`config.mk`:
```
export PLATFORM = sky130hd
export DESIGN_NAME = adc_row_capture
export DESIGN_NICKNAME = d
export VERILOG_FILES = /design/src/rtl/adc_row_capture.sv
export SDC_FILE = /design/constraint.sdc
export NUM_CORES = 1
export LEC_CHECK = 0
export ABC_AREA = 1
export BUFFER_PORTS_ARGS = -buffer_cell sky130_fd_sc_hd__buf_2
export CAP_MARGIN = 20
export CORE_UTILIZATION = 65
export DETAILED_ROUTE_END_ITERATION = 6
export GPL_ROUTABILITY_DRIVEN = 0
export HOLD_SLACK_MARGIN = 0.1
export MAX_ROUTING_LAYER = met4
export PLACE_DENSITY = 0.85
export SLEW_MARGIN = 0
export SYNTH_ARGS = -nofsm -noshare
export SYNTH_HDL_FRONTEND = slang
export SYNTH_SLANG_ARGS = --single-unit
```
`constraint.sdc`:
```
create_clock -name clk -period 3.3 [get_ports clk]
set_input_delay 0.165 -clock clk [delete_from_list [all_inputs] [get_ports clk]]
set_output_delay 0.165 -clock clk [all_outputs]
set_load 0.01 [all_outputs]
```
`src/rtl/adc_row_capture.sv`:
```
// Captures a 2 x COLS ADC frame, then streams it row-major; first beat 1 cycle after capture end.
// Beats hold under out_ready=0 and the buffer is frozen while draining. Optional: BLACK_LEVEL_EN.
module adc_row_capture #(
  parameter int ADC_W       = 8,
  parameter int COLS        = 5,
  parameter int COL_W       = 3,
  parameter int BLACK_LEVEL = 0
) (
  input  logic             clk,
  input  logic             reset,
  input  logic             adc,
  input  logic             nre1,
  input  logic             nre2,
  input  logic             erase,
  input  logic [ADC_W-1:0] adc_data,
  output logic [ADC_W-1:0] out_data,
  output logic             out_row,
  output logic [COL_W-1:0] out_col,
  output logic             out_valid,
  input  logic             out_ready,
  output logic             frame_done,
  output logic             busy,
  output logic             overrun,
  output logic             row_err
);

`ifdef BLACK_LEVEL_EN
  localparam bit BL_ON = 1'b1;
`else
  localparam bit BL_ON = 1'b0;
`endif
  localparam logic [ADC_W-1:0] BL_C     = ADC_W'(BLACK_LEVEL);
  localparam logic [COL_W:0]   COLS_C   = (COL_W+1)'(COLS);
  localparam logic [COL_W-1:0] LAST_COL = COL_W'(COLS - 1);

  typedef enum logic [1:0] {IDLE, CAPTURE, DRAIN} state_t;

  state_t           state, state_nxt;
  logic [ADC_W-1:0] sample_q [2][COLS];
  logic [COL_W:0]   col_cnt [2];
  logic             last_row;
  logic             adc_d;
  logic             rd_row;
  logic [COL_W-1:0] rd_col;
  logic             frame_done_q, overrun_q, row_err_q;

  logic             row1_sel, row2_sel, smp_vld, smp_row, sel_err;
  logic             frame_end, beat_acc, last_beat, row_full;
  logic [COL_W:0]   cnt_sel;
  logic [ADC_W-1:0] wr_data;

  assign row1_sel  = ~nre1 & nre2;
  assign row2_sel  = nre1 & ~nre2;
  assign smp_vld   = adc & (row1_sel | row2_sel);
  assign smp_row   = row2_sel;
  assign sel_err   = adc & (nre1 == nre2);
  // nre2 has already released when adc falls, so the row comes from the registered last_row
  assign frame_end = adc_d & ~adc & last_row;
  assign beat_acc  = out_valid & out_ready;
  assign last_beat = rd_row & (rd_col == LAST_COL);
  assign cnt_sel   = col_cnt[smp_row];
  assign row_full  = (cnt_sel == COLS_C);

  always_comb begin
    wr_data = adc_data;
    if (BL_ON)
      wr_data = (adc_data > BL_C) ? adc_data - BL_C : '0;
  end

  always_ff @(posedge clk) begin
    if (reset) state <= IDLE;
    else       state <= state_nxt;
  end

  always_comb begin
    state_nxt = state;
    case (state)
      IDLE:    if (smp_vld) state_nxt = CAPTURE;
      CAPTURE: if (frame_end) state_nxt = DRAIN;
      DRAIN:   if (beat_acc && last_beat) state_nxt = IDLE;
      default: state_nxt = IDLE;
    endcase
  end

  always_ff @(posedge clk) begin
    if (reset) begin
      for (int r = 0; r < 2; r++) begin
        col_cnt[r] <= '0;
        for (int c = 0; c < COLS; c++) sample_q[r][c] <= '0;
      end
      last_row     <= 1'b0;
      adc_d        <= 1'b0;
      rd_row       <= 1'b0;
      rd_col       <= '0;
      frame_done_q <= 1'b0;
      overrun_q    <= 1'b0;
      row_err_q    <= 1'b0;
    end else begin
      adc_d        <= adc;
      frame_done_q <= 1'b0;
      if (sel_err) row_err_q <= 1'b1;
      case (state)
        IDLE: begin
          if (smp_vld) begin
            for (int r = 0; r < 2; r++) begin
              col_cnt[r] <= '0;
              for (int c = 0; c < COLS; c++) sample_q[r][c] <= '0;
            end
            sample_q[smp_row][0] <= wr_data;
            col_cnt[smp_row]     <= (COL_W+1)'(1);
            last_row             <= smp_row;
          end else if (erase) begin
            col_cnt[0] <= '0;
            col_cnt[1] <= '0;
          end
        end
        CAPTURE: begin
          if (smp_vld) begin
            last_row <= smp_row;
            if (row_full) begin
              overrun_q <= 1'b1;
            end else begin
              sample_q[smp_row][cnt_sel[COL_W-1:0]] <= wr_data;
              col_cnt[smp_row] <= cnt_sel + 1'b1;
            end
          end
          if (frame_end) begin
            rd_row <= 1'b0;
            rd_col <= '0;
          end
        end
        DRAIN: begin
          if (adc) overrun_q <= 1'b1;
          if (beat_acc) begin
            if (last_beat) begin
              frame_done_q <= 1'b1;
              rd_row       <= 1'b0;
              rd_col       <= '0;
            end else if (rd_col == LAST_COL) begin
              rd_row <= 1'b1;
              rd_col <= '0;
            end else begin
              rd_col <= rd_col + 1'b1;
            end
          end
        end
        default: ;
      endcase
    end
  end

  assign out_valid  = (state == DRAIN);
  assign out_data   = sample_q[rd_row][rd_col];
  assign out_row    = rd_row;
  assign out_col    = rd_col;
  assign busy       = (state != IDLE);
  assign frame_done = frame_done_q;
  assign overrun    = overrun_q;
  assign row_err    = row_err_q;

endmodule

```
After elaboration in Yosys (flattened, before gate mapping)
Memory sizes are Yosys's and may differ from the RTL's. A register that Yosys moved wholly into a read port is not among the register bits. Index checks and enable logic that the tools add are counted.

Bits of input ports: 15. Memories: 2. Logic and storage cells: 145. Output and inout bits: 17. Register bits: 11. RAM bits: 88.

Memory list: sample_q (words 2, width 40, rd ports 1, clocked after Yosys merged registers in 1, wr ports 3, RTL line 39) `logic [ADC_W-1:0] sample_q [2][COLS];`; col_cnt (words 2, width 4, rd ports 1, clocked after Yosys merged registers in 0, wr ports 3, RTL line 40) `logic [COL_W:0] col_cnt [2];`.

Equal/unequal tests: 13. Reduce and logical (&&, ||, !) cells: 12. Multiplexer cells: 66. Bitwise operators: 39. Magnitude comparators: 3. Add/subtract/negate cells: 2.

Operator list (number): 8-bit two-way mux (13); 40-bit two-way mux (1); 1-bit two-way mux (34); 8-bit binary-select mux with 3-bit select (1); 8-bit demux with 3-bit select (1); 1-bit OR (24); 4-bit two-way mux (5); 3-bit two-way mux (4); 2-bit inequality test (second input constant) (5); 1-bit AND (8); 4-bit greater-or-equal comparator (second input constant) (2); 3-bit inverter with 4-bit output (2); 4-bit AND reduction (2); 2-bit two-way mux (3); 2-bit one-hot mux with 3 select lines (1); 3-bit one-hot mux with 2 select lines (1); 3-bit AND reduction (2); 1-bit inverter (5); 4-bit by 1-bit adder with 4-bit output (second input constant) (1); 4-bit by 3-bit equality test with 1-bit output (second input constant) (1); 4-bit by 1-bit < comparator with 1-bit output (second input constant) (1); 2-bit by 1-bit inequality test with 1-bit output (second input constant) (2); 1-bit one-hot mux with 2 select lines (2); 2-bit nonzero test (2); other kinds (11) (12).

Logic depth before layout (Yosys ltp)
Depth after elaboration: 10. Depth in mapped cells: 13. Gate-level depth less buffers: 11.

Worst setup path before layout
No wires, ideal clock.

Kind: input to register. Start: in nre2. End: mem sample_q[0][10] in the netlist's numbering, enable pin. Arrival time: 1851 ps. Data required time: 2971 ps. Stages on the path: 12. Buffers on the path: 2. Path slack: 1120 ps. Path through: inv_1 > ha_1 > buf_6 > o21ai_4 > inv_2 > ha_1 > nand3_1 > nor2_1 > nor2_4 > buf_8 > nand4_4 > nand2_1.

RTL lines: start, declared (RTL line 13) `input logic nre2,`; end, declared (RTL line 39).

==> summary.txt <==
Status - complete, no violations
Hold Path Class - in -> reg
Initial DRC Count - 426
PnR worst setup slack - 677.5 ps
Area growth, synth to finish - 8.423%
Post-Route WL - 10790 um
Antenna viol nets, final - 0
Chip Width - 88.71 um
Grt ovf - 0
Layout cells sized above 1 - 0.1418
Max incr delay on CP - 420 ps
Async SR Flop Fraction - 0
Kind of critical path - in -> reg
Antenna violations before repair - 0
P per Cell Area - 476.8 nW/um2
Area contributors post-synth - edfxtp_1 (54%), nor2_1 (12%), nand2_1 (6.8%)
Via count - 3693
F_max - 381.3 MHz
Top Ports - 32
Max Slew Vio Count - 0
Prevailing post-synth register cell - edfxtp_1
Rel. slew slack - 0.3444
Total CTS buffers - 9
Layout Skew - 16.56 ps
Cell Area, Synth - 4887 um2
Detailed placement HPWL - 7416 um
# diodes - 0
Final hold slack - 146.4 ps
Worst-case clock buffer depth - 2
Final setup fails - 0
Net Count, Synth - 529
Yosys top cell area share - 0.5407
Syn_area_per_cell - 9.602 um2
CTS H-tree depth - 3
Synth cell count leaders - nor2_1 (155), edfxtp_1 (88), nand2_1 (88)
Number of synthesized flops with an enable pin - 88
Most common cell on crit path - ha_1
Final Util - 0.7306
Clock sinks - 100
Rows - 31
Worst Path Buf+Inv - 3
Worst-path fanout max - 15
Core region area - 7253 um2
Ys Warns - 0
DP Worst Slack - 308.8 ps
Drt drc - 0
Fin. Hold Viols - 0
Average wire per standard cell - 16.81 um
Total design power - 2.526 mW
# Max-Cap Violations - 0
RSZ-0062 raised after global routing - false
Slew @ Worst Pin - 982.0 ps
Fin nets - 558
Largest net degree at the start of global routing - 41
Crit-path cells - buf_2 > inv_1 > ha_1 > buf_4 > o21ai_4 > ha_1 > nand3_1 > nor2_1 > nor2_4 > nand4_2 > nand2_1
GR Util All Layers - 0.3098
Number of global-route vias before repair - 3377
Worst-Skew Late Latency - 370 ps
Distinct cells, synth - 32
Crit. End Element - flip-flop
Die Span Y - 88.71 um
First-pass GRT wire length - 16890 um
Largest area contributor in the netlist - edfxtp_1
Final TNS setup - 0 ps
Synth Instances - 509
Final Cycle Share - 0.7947
Clk pin slew, worst setup/hold paths - 90 ps
FF+latch count, synth - 100
CTS tree - built
Most common cell in the netlist - nor2_1
IR drop worst, VDD - 0.3226 mV
Post-synthesis sequential area ratio - 0.5899
Clk root buf - clkbuf_8
Vias per inst - 5.752
I/O Buffers - 31
Startpoint Class - input port
Cell leakage power - 2.193 nW
Critical path arrival - 2670 ps
Slowest cell on crit path - nor2_4
Minimum clock period after layout - 2622 ps
Starting Density - 0.6738
DRT Pass-1 Iters - 5
Delay-heaviest family, CP - simple AND/OR/NAND/NOR gates
WP data required - 3340 ps
Die Area - 7869 um2
## cell families after synthesis
| kind of cell | after synthesis | synth area share |
|---|---|---|
| compound gates | 57 | 0.06733 |
| simple gates | 292 | 0.2788 |
| xor+xnor | 1 | 0.001792 |
| flops | 100 | 0.5899 |
| fa+ha+maj | 5 | 0.01280 |
| buf+inv | 54 | 0.04941 |
## sequential cells by signal (all words and copies together) (netlist names), named ones only
name and cells:
state 2, adc_d 1, frame_done 1, last_row 1, sample_q 80, out_col 3
col_cnt 8, overrun 1, row_err 1, out_row 1
## metal layers
metal / GRT usage / vias to the layer above / wire, um
li1: - / 1750 / -
met3: 0.04944 / 38 / 1100
met4: 0.1466 / 0 / 363
met2: 0.4720 / 213 / 5058
met1: 0.4094 / 1692 / 4271
met5: - / - / 0
## metrics by stage
| stage | instances | cell area, um2 |
|---|---|---|
| 2_1_floorplan | 509 | 4887 |
| 3_3_place_gp | 624 | 5087 |
| 3_5_place_dp | 624 | 5087 |
| 4_1_cts | 642 | 5299 |
| 5_1_grt | 642 | 5299 |
| 6_report | 642 | 5299 |
## power breakdown
| group | internal, mW | leakage [nW] | total, mW | switching [mW] |
|---|---|---|---|---|
| Combinational | 0.0675 | 1.06 | 0.265 | 0.197 |
| Clock | 0.354 | 0.0939 | 0.780 | 0.425 |
| Sequential | 1.46 | 1.04 | 1.48 | 0.0247 |
| Total | 1.88 | 2.19 | 2.53 | 0.648 |
## final cells by class
class	count	area [um2]
Sequential cell	100	2883
Fill cell	515	1954
Multi-Input combinational cell	355	1763
Timing Repair Buffer	36	197.7
Inverter	36	140.1
Clock buffer	11	131.4
Tap cell	99	123.9
Clock inverter	5	60.06
## cell usage in the layout (no fill, tap or decap), types with 5 or more instances in the layout
cell,instances
nand4_4,7
nor2_1,155
inv_1,21
o21ai_0,36
edfxtp_1,88
ha_1,5
clkbuf_8,9
dfxtp_1,12
o211ai_1,8
nand2_1,88
nand3_1,24
buf_2,31
clkinv_1,10
a21oi_1,10
## tightest hold or removal path, cell delays in order
cell and delay (ps):
buf_2 100, inv_1 60, nor2_1 50, nand2_1 60
nor3_1 40
## repair_timing
action,4_1_cts,5_1_grt
endpoints found under the hold margin,7,0
gates resized for setup,0,0
setup buffers,0,0
hold buffers,2,0
## final timing paths
| path | slack, ps | cells past startpoint | from | to |
|---|---|---|---|---|
| setup / recovery | 680 | 11 | nre2 | sample_q[0][2]$_SDFFCE_PN0P_ |
| hold / removal | 150 | 5 | out_ready | frame_done$_SDFF_PP0_ |
| setup reg to reg | 730 | 9 | col_cnt[0][1]$_SDFFCE_PN0P_ | sample_q[0][2]$_SDFFCE_PN0P_ |
| hold reg to reg | 450 | 2 | overrun$_SDFFE_PP0P_ | overrun$_SDFFE_PP0P_ |
No activity file was read; power rests on OpenSTA's default activity.
